$ cat src/rtl/seg_mux_rx_if.sv
// seg_mux_rx_if: link pins and recovered-frame outputs of the seven-segment receiver.
// master = the side driving the link pins, slave = the receiver.
interface seg_mux_rx_if;
  logic [6:0] seg_in;
  logic       sel_in;
  logic       valid;
  logic [7:0] data;
  logic       err_pattern;
  logic       err_bcd;
  logic       stale;

  modport master (
    output seg_in, sel_in,
    input  valid, data, err_pattern, err_bcd, stale
  );

  modport slave (
    input  seg_in, sel_in,
    output valid, data, err_pattern, err_bcd, stale
  );
endinterface

$ cat src/rtl/seg_mux_rx.sv
// seg_mux_rx: receive side of the two-digit multiplexed seven-segment link.
// Synchronizes the pins, waits for each digit phase to settle, decodes the
// pattern to a nibble and reassembles {high, low} into a byte with flags.
// Optional feature macro: SEG_MUX_RX_BCD_CHECK_EN (flags frames with a nibble above 9).
module seg_mux_rx #(
  parameter int SETTLE_CYCLES  = 16,
  parameter int TIMEOUT_CYCLES = 1048576,
  parameter bit SEG_ACTIVE_LOW = 1'b1
) (
  input logic         clk,
  input logic         rst_n,
  seg_mux_rx_if.slave link
);

  localparam int SW = $clog2(SETTLE_CYCLES + 1);
  localparam int TW = $clog2(TIMEOUT_CYCLES + 1);
  // The settle counter starts at 0 in the cycle after the edge, so it has to
  // be one short of SETTLE_CYCLES-1 when the stable cycle commits to CAPTURE.
  localparam logic [SW-1:0] SETTLE_LAST  = SW'(SETTLE_CYCLES - 2);
  localparam logic [TW-1:0] TIMEOUT_LAST = TW'(TIMEOUT_CYCLES - 1);
  localparam logic [TW-1:0] TIMEOUT_MAX  = TW'(TIMEOUT_CYCLES);

  typedef enum logic [1:0] {
    WAIT_EDGE,
    SETTLE,
    CAPTURE
  } state_t;

  // Pattern to {error, nibble}; unknown patterns decode as nibble 0 with error.
  function automatic logic [4:0] decode(input logic [6:0] seg);
    case (seg)
      7'h7E:   decode = 5'h00;
      7'h30:   decode = 5'h01;
      7'h6D:   decode = 5'h02;
      7'h79:   decode = 5'h03;
      7'h33:   decode = 5'h04;
      7'h5B:   decode = 5'h05;
      7'h5F:   decode = 5'h06;
      7'h70:   decode = 5'h07;
      7'h7F:   decode = 5'h08;
      7'h7B:   decode = 5'h09;
      7'h77:   decode = 5'h0A;
      7'h1F:   decode = 5'h0B;
      7'h4E:   decode = 5'h0C;
      7'h3D:   decode = 5'h0D;
      7'h4F:   decode = 5'h0E;
      7'h47:   decode = 5'h0F;
      default: decode = 5'h10;
    endcase
  endfunction

  // {sel, seg} through two synchronizer stages plus a one-cycle history copy.
  logic [7:0]    sync_q1, sync_q2, prev_q;
  logic          sel_s, sel_edge, seg_change, timeout_hit;
  logic [6:0]    seg_ah;
  logic [4:0]    dec;
  logic [3:0]    cur_nib;
  logic          cur_err;

  state_t        state_q, state_d;
  logic [SW-1:0] cnt_q, cnt_d;
  logic          hi_ok_q, hi_ok_d;
  logic [3:0]    hi_nib_q;
  logic          hi_err_q;
  logic          load_hi, frame_done;

  logic [TW-1:0] tcnt_q;
  logic          stale_q;
  logic          valid_q;
  logic [7:0]    data_q;
  logic          err_pattern_q;

  // Two-flop synchronizer for all eight pins, then keep last cycle's value for change detection.
  always_ff @(posedge clk or negedge rst_n) begin
    // NOTE: sequential state uses non-blocking assignments so every flop samples pre-edge values.
    if (!rst_n) begin
      sync_q1 <= '0;
      sync_q2 <= '0;
      prev_q  <= '0;
    end else begin
      sync_q1 <= {link.sel_in, link.seg_in};
      sync_q2 <= sync_q1;
      prev_q  <= sync_q2;
    end
  end

  assign sel_s       = sync_q2[7];
  assign seg_ah      = SEG_ACTIVE_LOW ? ~sync_q2[6:0] : sync_q2[6:0];
  assign sel_edge    = sync_q2[7] ^ prev_q[7];
  // Polarity does not matter for change detection, so compare the raw synchronized bits.
  assign seg_change  = (sync_q2[6:0] != prev_q[6:0]);
  // A SEL edge in the expiry cycle wins over the timeout.
  assign timeout_hit = !sel_edge && (tcnt_q == TIMEOUT_LAST);
  assign dec         = decode(seg_ah);
  assign cur_nib     = dec[3:0];
  assign cur_err     = dec[4];

  // Next-state logic: settle on each phase, capture once, pair high with low.
  always_comb begin
    // NOTE: defaults first so no path leaves a variable unassigned and no latch is inferred.
    state_d    = state_q;
    cnt_d      = cnt_q;
    hi_ok_d    = hi_ok_q;
    load_hi    = 1'b0;
    frame_done = 1'b0;
    unique case (state_q)
      WAIT_EDGE: begin
        if (sel_edge) begin
          state_d = SETTLE;
          cnt_d   = '0;
        end
      end
      SETTLE: begin
        if (sel_edge) begin
          cnt_d   = '0;
          hi_ok_d = 1'b0;
        end else if (seg_change) begin
          cnt_d = '0;
        end else if (cnt_q == SETTLE_LAST) begin
          state_d = CAPTURE;
        end else begin
          cnt_d = cnt_q + SW'(1);
        end
      end
      CAPTURE: begin
        // A phase that ends on the capture cycle is too short: drop it and settle the new one.
        if (sel_edge) begin
          state_d = SETTLE;
          cnt_d   = '0;
          hi_ok_d = 1'b0;
        end else begin
          state_d = WAIT_EDGE;
          if (!sel_s) begin
            load_hi = 1'b1;
            hi_ok_d = 1'b1;
          end else if (hi_ok_q) begin
            frame_done = 1'b1;
            hi_ok_d    = 1'b0;
          end
        end
      end
      default: state_d = WAIT_EDGE;
    endcase
    if (timeout_hit) begin
      state_d    = WAIT_EDGE;
      hi_ok_d    = 1'b0;
      load_hi    = 1'b0;
      frame_done = 1'b0;
    end
  end

  // FSM state, settle counter and the held high nibble.
  always_ff @(posedge clk or negedge rst_n) begin
    if (!rst_n) begin
      state_q  <= WAIT_EDGE;
      cnt_q    <= '0;
      hi_ok_q  <= 1'b0;
      hi_nib_q <= '0;
      hi_err_q <= 1'b0;
    end else begin
      state_q <= state_d;
      cnt_q   <= cnt_d;
      hi_ok_q <= hi_ok_d;
      if (load_hi) begin
        hi_nib_q <= cur_nib;
        hi_err_q <= cur_err;
      end
    end
  end

  // Link activity watchdog: cleared by SEL edges, saturating, drives stale.
  always_ff @(posedge clk or negedge rst_n) begin
    if (!rst_n) begin
      tcnt_q  <= TIMEOUT_MAX;
      stale_q <= 1'b1;
    end else if (sel_edge) begin
      tcnt_q  <= '0;
      stale_q <= 1'b0;
    end else begin
      if (tcnt_q != TIMEOUT_MAX) tcnt_q <= tcnt_q + TW'(1);
      if (timeout_hit) stale_q <= 1'b1;
    end
  end

  // Registered frame outputs; data and pattern error hold between valid pulses.
  always_ff @(posedge clk or negedge rst_n) begin
    if (!rst_n) begin
      valid_q       <= 1'b0;
      data_q        <= '0;
      err_pattern_q <= 1'b0;
    end else begin
      valid_q <= frame_done;
      if (frame_done) begin
        data_q        <= {hi_nib_q, cur_nib};
        err_pattern_q <= hi_err_q | cur_err;
      end
    end
  end

`ifdef SEG_MUX_RX_BCD_CHECK_EN
  logic err_bcd_q;

  // BCD range flag for the completed frame, updated together with valid.
  always_ff @(posedge clk or negedge rst_n) begin
    if (!rst_n) begin
      err_bcd_q <= 1'b0;
    end else if (frame_done) begin
      err_bcd_q <= (hi_nib_q > 4'd9) | (cur_nib > 4'd9);
    end
  end

  assign link.err_bcd = err_bcd_q;
`else
  assign link.err_bcd = 1'b0;
`endif

  assign link.valid       = valid_q;
  assign link.data        = data_q;
  assign link.err_pattern = err_pattern_q;
  assign link.stale       = stale_q;

endmodule

$ cat src/flat_wrapper.sv
// flat-port wrapper written by rule: the top's interface ports become plain ports
module seg_mux_rx_flat 
#(
  parameter int SETTLE_CYCLES  = 16,
  parameter int TIMEOUT_CYCLES = 1048576,
  parameter bit SEG_ACTIVE_LOW = 1'b1
)
  (clk, rst_n, link_seg_in, link_sel_in, link_valid, link_data, link_err_pattern, link_err_bcd, link_stale);
  seg_mux_rx_if link_i ();
  input logic clk;
  input logic rst_n;
  input wire logic [$bits(link_i.seg_in)-1:0] link_seg_in;
  input wire logic [$bits(link_i.sel_in)-1:0] link_sel_in;
  output wire logic [$bits(link_i.valid)-1:0] link_valid;
  output wire logic [$bits(link_i.data)-1:0] link_data;
  output wire logic [$bits(link_i.err_pattern)-1:0] link_err_pattern;
  output wire logic [$bits(link_i.err_bcd)-1:0] link_err_bcd;
  output wire logic [$bits(link_i.stale)-1:0] link_stale;
  assign link_i.seg_in = link_seg_in;
  assign link_i.sel_in = link_sel_in;
  assign link_valid = link_i.valid;
  assign link_data = link_i.data;
  assign link_err_pattern = link_i.err_pattern;
  assign link_err_bcd = link_i.err_bcd;
  assign link_stale = link_i.stale;
  seg_mux_rx #(.SETTLE_CYCLES(SETTLE_CYCLES), .TIMEOUT_CYCLES(TIMEOUT_CYCLES), .SEG_ACTIVE_LOW(SEG_ACTIVE_LOW)) u_core (.clk(clk), .rst_n(rst_n), .link(link_i));
endmodule
$ cat config.mk
export PLATFORM = sky130hd
export DESIGN_NAME = seg_mux_rx_flat
export DESIGN_NICKNAME = d
export VERILOG_FILES = /design/src/rtl/seg_mux_rx_if.sv /design/src/rtl/seg_mux_rx.sv /design/src/flat_wrapper.sv
export SDC_FILE = /design/constraint.sdc
export NUM_CORES = 1
export LEC_CHECK = 0
export BUFFER_PORTS_ARGS = -buffer_cell sky130_fd_sc_hd__buf_2
export CORE_ASPECT_RATIO = 1.75
export CORE_MARGIN = 2
export CORE_UTILIZATION = 25
export CTS_BUF_LIST = sky130_fd_sc_hd__clkbuf_4 sky130_fd_sc_hd__clkbuf_8 sky130_fd_sc_hd__clkbuf_16
export DETAILED_ROUTE_END_ITERATION = 8
export GPL_ROUTABILITY_DRIVEN = 1
export PLACE_DENSITY = 0.36
export SYNTH_ARGS = -nofsm -noshare
export SYNTH_HDL_FRONTEND = slang
export SYNTH_SLANG_ARGS = --single-unit
$ cat constraint.sdc
create_clock -name clk -period 5.2 [get_ports clk]
set_input_delay 0.78 -clock clk [delete_from_list [all_inputs] [get_ports clk]]
set_output_delay 0.78 -clock clk [all_outputs]
set_load 0.1 [all_outputs]
==> flow_summary.json, run 1 <==
{
  "criticalPathCategory": "reg -> reg",
  "clock_latency_ps": 330,
  "hold_viol": 0,
  "ir_drop_mv": 0.154,
  "tritoncts": "built",
  "final-seq-area_um2": 1730,
  "critPathTopFamily": "simple AND/OR/NAND/NOR gates",
  "slowest_stage": "or3_1",
  "fin_util": 0.301,
  "ys_ff_latch": 69,
  "wire_per_inst_um": 15.0,
  "yosys_warnings": 0,
  "path_clk_slew_ps": 50,
  "root_buffer": "clkbuf_16",
  "cp_num_buf_inv": 0,
  "synthMostInstantiatedCell": "dfrtp_1",
  "min_period_ps": 2330,
  "cts_sinks": 69,
  "area_growth_pct": 17.1,
  "overflow": 0,
  "fp-row-count": 55,
  "cts_htree_levels": 3,
  "fp.dieW_um": 91.4,
  "cpPeakStageDelay_ps": 480,
  "critPathArrivalTime_ps": 2550,
  "grt_pass1_wl_um": 12600,
  "dpl.hpwl_um": 5350,
  "stdcell_count": 515,
  "yosysUniqueCellTypes": 51,
  "fin_ws_ps": 2870,
  "port_buffers": 20,
  "postSynthCellCount": 323,
  "dieArea_um2": 14400,
  "die_height_um": 157,
  "ys.flop_type": "dfrtp_1",
  "place_inst": 499,
  "synthArstFlopShare": 1.00,
  "fillers": 1357,
  "gp_congestion": 0.748,
  "start_util": 0.257,
  "hold-worst-slack_ps": 346,
  "ys_seq_area_frac": 0.517,
  "rsz0062_at_grt": "no",
  "postCtsHoldBufs": 0,
  "startpoint_type": "register",
  "finalInstanceArea_um2": 3920,
  "grt_max_degree": 70,
  "endpoint_kind": "register",
  "synth_edf_count": 0,
  "maxCapViolations": 0,
  "skew_ps": 3.44,
  "hp-start": "u_core.sync_q1[7]",
  "synth_common_cells": "67 x dfrtp_1, 38 x nor2_1, 18 x nand2_1, 18 x xor2_1, 16 x inv_1",
  "vias_per_cell": 4.61,
  "track_usage": 0.115,
  "core_area_um2": 13000,
  "drt-initial-drc-count": 123,
  "powerDensity_nw_per_um2": 437,
  "via_count": 2372,
  "diodes": 0,
  "hold_path_depth": 0,
  "synth_nets": 342,
  "max-slew-margin-rel": 0.368,
  "period_share": 0.448,
  "worst_pin_slew_ps": 935,
  "grt_pass1_vias": 2367,
  "regToRegSetupSlack_ps": 2870,
  "multiInputGateArea_um2": 1490,
  "reg2reg_depth": 6,
  "drive_gt1_frac": 0.145,
  "ant_nets": 0,
  "rr_endpoint": "u_core.hi_nib_q[3]",
  "reg2reg_from": "u_core.tcnt_q[1]",
  "setup_viol_count_final": 0,
  "drc": 0,
  "pin_count": 22,
  "p_leak_nw": 1.71,
  "synthTopCellsByArea": "dfrtp_1 50%, xor2_1 4.7%, nor2_1 4.3%",
  "drt-pass1-iter-count": 5,
  "synth_area_um2": 3340,
  "fin_tns_setup_ps": 0,
  "synth_area_leader_cell": "dfrtp_1",
  "hold_path.class": "reg -> reg",
  "postCtsSetupRepairBufs": 0,
  "cp.required_ps": 5420,
  "report.final.slew_viol_count": 0,
  "holdPathEnd": "u_core.sync_q2[7]",
  "status": "completed",
  "worstPathMaxFanout": 8,
  "clock.fmax_ghz": 0.429,
  "avgSynthCellArea_um2": 10.4,
  "post_cts_resize_count": 0,
  "total_power_mw": 1.71,
  "cts_buffers": 9,
  "pre_cts_slack_ps": 2860,
  "placed_area_um2": 3600,
  "cp_num_cells": 6,
  "cp_cell_sequence": "ha_1, nand4_1, or3_1, or3_4, o211ai_4, mux2_4",
  "drt_wl_total_um": 7710,
  "cts_buffer_depth": 2,
  "antenna_found_initial": 0,
  "yosys.area.top_type_share": 0.501,
  "final_nets": 358
}
[registers in the layout, indices dropped and copies added, names as in the netlist, 2 cells and up]
signal            cells
u_core.cnt_q          5
u_core.hi_nib_q       4
u_core.link.data      8
u_core.prev_q         8
u_core.state_q        2
u_core.sync_q1        8
u_core.sync_q2        8
u_core.tcnt_q        21
[power breakdown]
part | switching, mW | internal, mW
combinational | 0.307 | 0.119
clock | 0.226 | 0.415
sequential | 0.0502 | 0.594
[how the worst max path moves through the flow]
stage	start	end	slack [ps]
floorplan	u_core.tcnt_q[1]	u_core.hi_nib_q[3]	3030
global placement	u_core.tcnt_q[1]	u_core.hi_nib_q[3]	2900
detailed placement	u_core.tcnt_q[1]	u_core.hi_nib_q[3]	2860
CTS	u_core.tcnt_q[1]	u_core.hi_nib_q[3]	2840
global route	u_core.tcnt_q[1]	u_core.hi_nib_q[3]	2730
finish	u_core.tcnt_q[1]	u_core.hi_nib_q[3]	2870
[cell families after synthesis]
| group | count (synthesis) | synth area share |
|---|---|---|
| flip-flops | 69 | 0.517 |
| AND/OR/NAND/NOR | 121 | 0.195 |
| AO/OA/AOI/OAI | 51 | 0.102 |
| other | 1 | 0.00112 |
| adder cells (fa/ha/maj) | 9 | 0.0337 |
| buffers and inverters | 32 | 0.0382 |
| multiplexers | 12 | 0.0393 |
| XOR/XNOR | 28 | 0.0733 |
[final cells by class]
type                    instances  area share
flip-flops and latches         69       0.441
multi-input cells             222       0.380
clock buffers                  13      0.0699
well taps                     171      0.0546
repair buffers                 21      0.0281
inverters                      16      0.0153
clock inverters                 3      0.0109
[cell usage in the layout, fill, tap and decap left out, types with 3 or more instances in the layout]
master,instances
nor2_1,38
o22ai_1,3
o21a_1,4
dfrtp_1,67
nor4_1,6
ha_1,9
clkbuf_8,3
nor4b_1,3
xor2_1,18
a211oi_1,3
nand4_1,7
a31oi_1,4
nand2b_1,4
o21ai_0,8
clkbuf_16,9
inv_1,16
nor3b_1,5
nor2b_1,3
xnor2_1,10
mux2_2,5
nand2_1,18
nand3_1,13
nor3_1,4
buf_2,19
a21oi_1,15
mux2i_1,6
o31a_1,3
or3_1,5
[layer usage]
layer | vias up | track usage | wire (µm)
met5 | - | 0 | 0
met4 | 0 | 0.0519 | 162
met3 | 11 | 0.0326 | 203
met2 | 29 | 0.206 | 4230
met1 | 1173 | 0.125 | 3110
li1 | 1159 | - | -
No activity file was read; power rests on OpenSTA's default activity.
==> run 2: changes to the inputs <==
--- a/config.mk
+++ b/config.mk
@@ -5,6 +5,7 @@
 export SDC_FILE = /design/constraint.sdc
 export NUM_CORES = 1
 export LEC_CHECK = 0
+export ABC_AREA = 1
 export BUFFER_PORTS_ARGS = -buffer_cell sky130_fd_sc_hd__buf_2
 export CORE_ASPECT_RATIO = 1.75
 export CORE_MARGIN = 2
@@ -12,7 +13,7 @@
 export CTS_BUF_LIST = sky130_fd_sc_hd__clkbuf_4 sky130_fd_sc_hd__clkbuf_8 sky130_fd_sc_hd__clkbuf_16
 export DETAILED_ROUTE_END_ITERATION = 8
 export GPL_ROUTABILITY_DRIVEN = 1
-export PLACE_DENSITY = 0.36
+export PLACE_DENSITY = 0.37
 export SYNTH_ARGS = -nofsm -noshare
 export SYNTH_HDL_FRONTEND = slang
 export SYNTH_SLANG_ARGS = --single-unit
==> constraint.sdc (replaced) <==
create_clock -name clk -period 1.9 [get_ports clk]
set_input_delay 0.285 -clock clk [delete_from_list [all_inputs] [get_ports clk]]
set_output_delay 0.285 -clock clk [all_outputs]
set_load 0.1 [all_outputs]
==> run 2 against run 1 <==
  * Non-clock buffer count rose by 5
  * Combinational power fell by 2%
  * Final area rose by 4.2%
  * First-iteration DRC count fell by 58%
  * Maximum frequency rose by 35%
  * Critical path type unchanged
  * Core utilization rose by 0.39 points
  * Wire length fell by 0.78%
  * Hold slack got worse by 290 ps
  * Final cell count rose by 24%
  * Area after synthesis rose by 2.6%
==> flow_summary.json, run 2 <==
{
  "dieArea_um2": 14700,
  "holdPathEnd": "u_core.sync_q1[4]",
  "area_growth_pct": 19.0,
  "min_period_ps": 1720,
  "synthArstFlopShare": 1.00,
  "yosysUniqueCellTypes": 35,
  "regMostFlops": "u_core.tcnt_q",
  "synth_common_cells": "107 x nand2_1, 67 x dfrtp_1, 59 x nor2_1, 55 x inv_1, 32 x nand3_1",
  "synthTopCellsByArea": "dfrtp_1 49%, nand2_1 12%, nor2_1 6.5%",
  "cts_htree_levels": 3,
  "cts_sinks": 69,
  "setup_viol_count_final": 0,
  "maxCapViolations": 0,
  "regToRegSetupSlack_ps": 180,
  "report.final.slew_viol_count": 0,
  "p_sw_frac": 0.288,
  "antenna_found_initial": 0,
  "grt_pass1_wl_um": 13100,
  "criticalPathCategory": "reg -> reg",
  "final_nets": 478,
  "overflow": 0,
  "endpoint_kind": "register",
  "reg2reg_from": "u_core.sync_q2[7]",
  "cp_cell_sequence": "inv_1, ha_1, inv_1, nand4_1, inv_1, nand2_8, inv_2, nor2_1, a21oi_1",
  "dpl.hpwl_um": 5810,
  "hp-start": "link_seg_in[4]",
  "grt_pass1_vias": 2713,
  "ant_nets": 0,
  "track_usage": 0.113,
  "fin_util": 0.305,
  "clock.fmax_ghz": 0.580,
  "drt-pass1-iter-count": 4,
  "diodes": 0,
  "drt-initial-drc-count": 52,
  "hold_path.class": "in -> reg",
  "cts_buffer_depth": 2,
  "synth_area_leader_cell": "dfrtp_1",
  "final-seq-area_um2": 1730,
  "synthMostInstantiatedCell": "nand2_1",
  "worstPathMaxFanout": 13,
  "cts_buffers": 9,
  "hold_path_depth": 1,
  "grt_use_met1": 0.126,
  "power.internal_mw": 2.61,
  "drt_wl_total_um": 7650,
  "fp-row-count": 56,
  "synth_edf_count": 0,
  "clock_latency_ps": 330,
  "gp_congestion": 0.846,
  "slowest_stage": "dfrtp_1",
  "rsz0062_at_grt": "no",
  "tritoncts": "built",
  "path_clk_slew_ps": 70,
  "power_frac_clock": 0.455,
  "rr_endpoint": "u_core.link.err_pattern",
  "pin_count": 22,
  "pwr-share-seq": 0.431,
  "ir_drop_mv": 0.378,
  "port_buffers": 20,
  "p_leak_nw": 1.99,
  "cpPeakStageDelay_ps": 380,
  "postCtsSetupRepairBufs": 0,
  "via_count": 2694,
  "powerDensity_nw_per_um2": 896,
  "die_height_um": 159,
  "layout_common_cells": "107 x nand2_1, 67 x dfrtp_1, 59 x nor2_1",
  "cp_common_cell": "inv_1",
  "gr-usage-met3": 0.0232,
  "core_area_um2": 13400,
  "wire_per_inst_um": 12.0,
  "hold-worst-slack_ps": 51.9,
  "use_met2": 0.201,
  "fillers": 1423,
  "hold_viol": 0,
  "ys_seq_area_frac": 0.504,
  "vias_per_cell": 4.22,
  "power_switching_mw": 1.05,
  "ys.flop_type": "dfrtp_1",
  "top_usage_layer": "met2",
  "largest_reg_flops": 21,
  "cp.required_ps": 2160,
  "fp.dieW_um": 92.6,
  "cp_num_buf_inv": 4,
  "drc": 0,
  "startpoint_type": "register",
  "synth_nets": 446,
  "yosys.area.top_type_share": 0.489,
  "yosys_warnings": 0,
  "multiInputGateArea_um2": 1460,
  "cp_num_cells": 9,
  "status": "completed",
  "period_share": 0.907,
  "synth_area_um2": 3430,
  "start_util": 0.256,
  "postSynthCellCount": 427,
  "root_buffer": "clkbuf_16",
  "reg2reg_depth": 9,
  "skew_ps": 6.40,
  "avgSynthCellArea_um2": 8.03,
  "ys_ff_latch": 69,
  "fin_tns_setup_ps": 0,
  "p_comb_frac": 0.114,
  "final_common_cell": "nand2_1",
  "drive_gt1_frac": 0.147,
  "grt_max_degree": 36,
  "critPathTopFamily": "buffers and inverters",
  "critPathArrivalTime_ps": 1980
}
==> run 2: changes by cell type after synthesis, moves of 8 or more <==
cell      delta
nor2_1      +21
inv_1       +39
o21ai_0     +10
xnor2_1      -8
nand2_1     +89
xor2_1      -16
clkbuf_1     -9
nand3_1     +19
==> run 2: worst max-delay path by stage <==
| stage | start | endpoint | slack [ps] |
|---|---|---|---|
| after floorplan | u_core.sync_q2[7] | u_core.cnt_q[0] | 320 |
| after global placement | u_core.tcnt_q[1] | u_core.link.data[0] | 170 |
| after detailed placement | u_core.tcnt_q[0] | u_core.link.err_pattern | 140 |
| after CTS | u_core.tcnt_q[0] | u_core.link.err_pattern | 130 |
| after global routing | u_core.sync_q2[1] | u_core.cnt_q[0] | 6 |
| final | u_core.sync_q2[7] | u_core.link.err_pattern | 180 |
==> run 2: metrics by stage <==
stage / worst slack [ps] / cell area, µm² / power [mW] / std cells
after floorplan: 324 / 3430 / 1.89 / 427
after global placement: 166 / 3770 / 2.03 / 621
after detailed placement: 141 / 3770 / 2.03 / 621
after CTS: 129 / 4070 / 3.73 / 638
after global routing: 5.97 / 4080 / 3.87 / 638
final: 177 / 4080 / 3.66 / 638
==> run 2: final cells by class <==
class	count	share of cell area
sequential	69	0.424
multi-input combinational	295	0.358
clock buffer	9	0.0552
inverter	58	0.0533
tap	174	0.0533
timing repair buffer	26	0.0398
clock inverter	7	0.0169
==> run 2: kinds of logic (layout without fill, tap and decap cells) <==
group,Yosys count,after routing,synth area share
adder cells (fa/ha/maj),9,9,0.0328
flip-flops,69,69,0.504
XOR/XNOR,4,4,0.0102
buffers and inverters,63,100,0.0726
AND/OR/NAND/NOR,235,235,0.305
AO/OA/AOI/OAI,46,46,0.0744
other,1,1,0.00109
==> run 2: routing by layer <==
layer	vias to the layer above	share of wire	wire length, µm
li1	1409	-	-
met1	1239	0.42	3190
met2	35	0.54	4110
met3	11	0.022	171
met4	0	0.024	182
met5	-	0	0
==> run 2: power by group through the flow <==
stage	Sequential, mW	Combinational (mW)	Clock (mW)
floorplan	1.59	0.295	0
global placement	1.60	0.421	0
detailed placement	1.60	0.421	0
CTS	1.58	0.424	1.73
global route	1.59	0.487	1.80
finish	1.58	0.417	1.67
==> run 2: timing repair <==
action	4_1_cts	5_1_grt
resized for setup	0	1
hold buffers	1	0
endpoints found under the setup margin	0	2
endpoints found under the hold margin	34	0
==> run 2: worst reg2reg max path: cells and delay by family, from the launching register on <==
| family | cells | cell delay (ps) |
|---|---|---|
| buf+inv | 4 | 600 |
| flops | 1 | 380 |
| simple gates | 3 | 290 |
| fa+ha+maj | 1 | 280 |
| compound gates | 1 | 110 |
==> run 3: changes to the inputs <==
--- a/config.mk
+++ b/config.mk
@@ -13,7 +13,7 @@
 export CTS_BUF_LIST = sky130_fd_sc_hd__clkbuf_4 sky130_fd_sc_hd__clkbuf_8 sky130_fd_sc_hd__clkbuf_16
 export DETAILED_ROUTE_END_ITERATION = 8
 export GPL_ROUTABILITY_DRIVEN = 1
-export PLACE_DENSITY = 0.37
+export PLACE_DENSITY = 0.36
 export SYNTH_ARGS = -nofsm -noshare
 export SYNTH_HDL_FRONTEND = slang
 export SYNTH_SLANG_ARGS = --single-unit
==> constraint.sdc (replaced) <==
create_clock -name clk -period 2.2 [get_ports clk]
set_input_delay 0.33 -clock clk [delete_from_list [all_inputs] [get_ports clk]]
set_output_delay 0.33 -clock clk [all_outputs]
set_load 0.1 [all_outputs]
==> run 3 against run 2 <==
  * Final cell count decreased by 0.31%
  * Flip-flop and latch count unchanged
  * Register-to-register slack improved by 280 ps
  * Clock power decreased by 18%
  * Global-route usage decreased by 0.23 points
  * Combinational power decreased by 17%
  * Final area decreased by 0.86%
  * Critical endpoint unchanged
==> flow_summary.json, run 3 (synthesized netlist as in run 2, its figures left out) <==
{
  "maxCapViolations": 0,
  "min_period_ps": 1740,
  "area_growth_pct": 18.0,
  "track_usage": 0.111,
  "start_util": 0.256,
  "status": "completed",
  "die_height_um": 159,
  "layout_common_cells": "107 x nand2_1, 67 x dfrtp_1, 59 x nor2_1",
  "dpl.hpwl_um": 5510,
  "grt_max_degree": 36,
  "critPathArrivalTime_ps": 1950,
  "core_area_um2": 13400,
  "grt_pass1_wl_um": 12900,
  "port_buffers": 20,
  "diodes": 0,
  "cp.required_ps": 2410,
  "cts_buffers": 9,
  "rsz0062_at_grt": "no",
  "report.final.slew_viol_count": 0,
  "fillers": 1461,
  "fin_tns_setup_ps": 0,
  "holdPathEnd": "u_core.sync_q1[0]",
  "endpoint_kind": "register",
  "drt-initial-drc-count": 99,
  "fp-row-count": 56,
  "wire_per_inst_um": 11.6,
  "pin_count": 22,
  "antenna_found_initial": 0,
  "hold-worst-slack_ps": 92.5,
  "grt_pass1_vias": 2687,
  "vias_per_cell": 4.20,
  "cts_sinks": 69,
  "hold_path_depth": 1,
  "cts_htree_levels": 3,
  "ir_drop_mv": 0.315,
  "hold_viol": 0,
  "skew_ps": 13.1,
  "clock.fmax_ghz": 0.575,
  "regMostFlops": "u_core.tcnt_q",
  "regToRegSetupSlack_ps": 460,
  "setup_viol_count_final": 0,
  "drc": 0,
  "largest_reg_flops": 21,
  "reg2reg_from": "u_core.tcnt_q[0]",
  "startpoint_type": "register",
  "rr_endpoint": "u_core.link.err_pattern",
  "path_clk_slew_ps": 70,
  "reg2reg_depth": 10,
  "powerDensity_nw_per_um2": 761,
  "dieArea_um2": 14700,
  "hold_path.class": "in -> reg",
  "period_share": 0.790,
  "hp-start": "link_seg_in[0]",
  "p_leak_nw": 1.96,
  "fp.dieW_um": 92.6,
  "final_common_cell": "nand2_1",
  "drt-pass1-iter-count": 4,
  "final_nets": 476,
  "cts_buffer_depth": 2,
  "worstPathMaxFanout": 13,
  "tritoncts": "built",
  "total_power_mw": 3.08,
  "drt_wl_total_um": 7360,
  "drive_gt1_frac": 0.143,
  "gp_congestion": 0.794,
  "overflow": 0,
  "ant_nets": 0,
  "post_cts_resize_count": 0,
  "via_count": 2674,
  "criticalPathCategory": "reg -> reg",
  "root_buffer": "clkbuf_16",
  "worstSetupStartpoint": "u_core.tcnt_q[0]",
  "clock_latency_ps": 340
}
[run 3: changes by cell type in the layout (fill, tap and decap cells not counted)]
cell | before | now
clkinvlp_4 | 0 | 3
inv_8 | 3 | 0
buf_4 | 5 | 3
clkinv_4 | 0 | 2
inv_6 | 4 | 2
nand2_4 | 1 | 2
nand2_8 | 1 | 0
[run 3: worst max-delay path by stage]
stage	cells past startpoint	endpoint	slack, ps
global route	8	u_core.cnt_q[0]	260
floorplan	8	u_core.cnt_q[0]	620
finish	10	u_core.link.err_pattern	460
global placement	10	u_core.link.err_pattern	470
detailed placement	10	u_core.link.err_pattern	450
CTS	10	u_core.link.err_pattern	420
[run 3: routing by layer]
layer / up-vias / global-route usage / routed length [µm]
li1: 1413 / - / -
met4: 0 / 0.0529 / 147
met1: 1221 / 0.131 / 3240
met3: 12 / 0.0246 / 203
met5: - / 0 / 0
met2: 28 / 0.189 / 3760
[run 3: layout make-up]
cell class / instances / area, µm² / area share
multi-input cells: 295 / 1450 / 0.359
inverters: 58 / 218 / 0.0538
well taps: 174 / 218 / 0.0538
clock buffers: 9 / 225 / 0.0556
repair buffers: 24 / 148 / 0.0365
flip-flops and latches: 69 / 1730 / 0.427
clock inverters: 7 / 57.6 / 0.0142
[run 3: worst max-delay path: stages, from the launching register on]
cell and delay (ps):
dfrtp_1 380, ha_1 240, nand2_2 70, nor2_2 90, nand2_2 120, nor2_4 190
nand2_2 110, nand2_4 160, inv_2 100, nor2_1 100, a21oi_1 50
[run 3: power by group]
part	total, mW	leakage [nW]	switching, mW	internal [mW]
sequential	1.36	0.895	0.0415	1.32
clock	1.37	0.129	0.599	0.774
combinational	0.348	0.938	0.228	0.120
[run 3: metrics by stage]
step | utilization | instance area, µm² | cells | setup slack (ps)
after floorplan | - | 3430 | 427 | 624
after global routing | 0.302 | 4050 | 636 | 255
final | 0.302 | 4050 | 636 | 461
after global placement | 0.281 | 3750 | 619 | 471
after detailed placement | 0.281 | 3750 | 619 | 447
after CTS | 0.302 | 4050 | 636 | 425
[run 3: repair_timing]
action / 4_1_cts / 5_1_grt
hold endpoints to repair: 34 / 0
hold buffers: 1 / 0
buffers inserted: 0 / 0
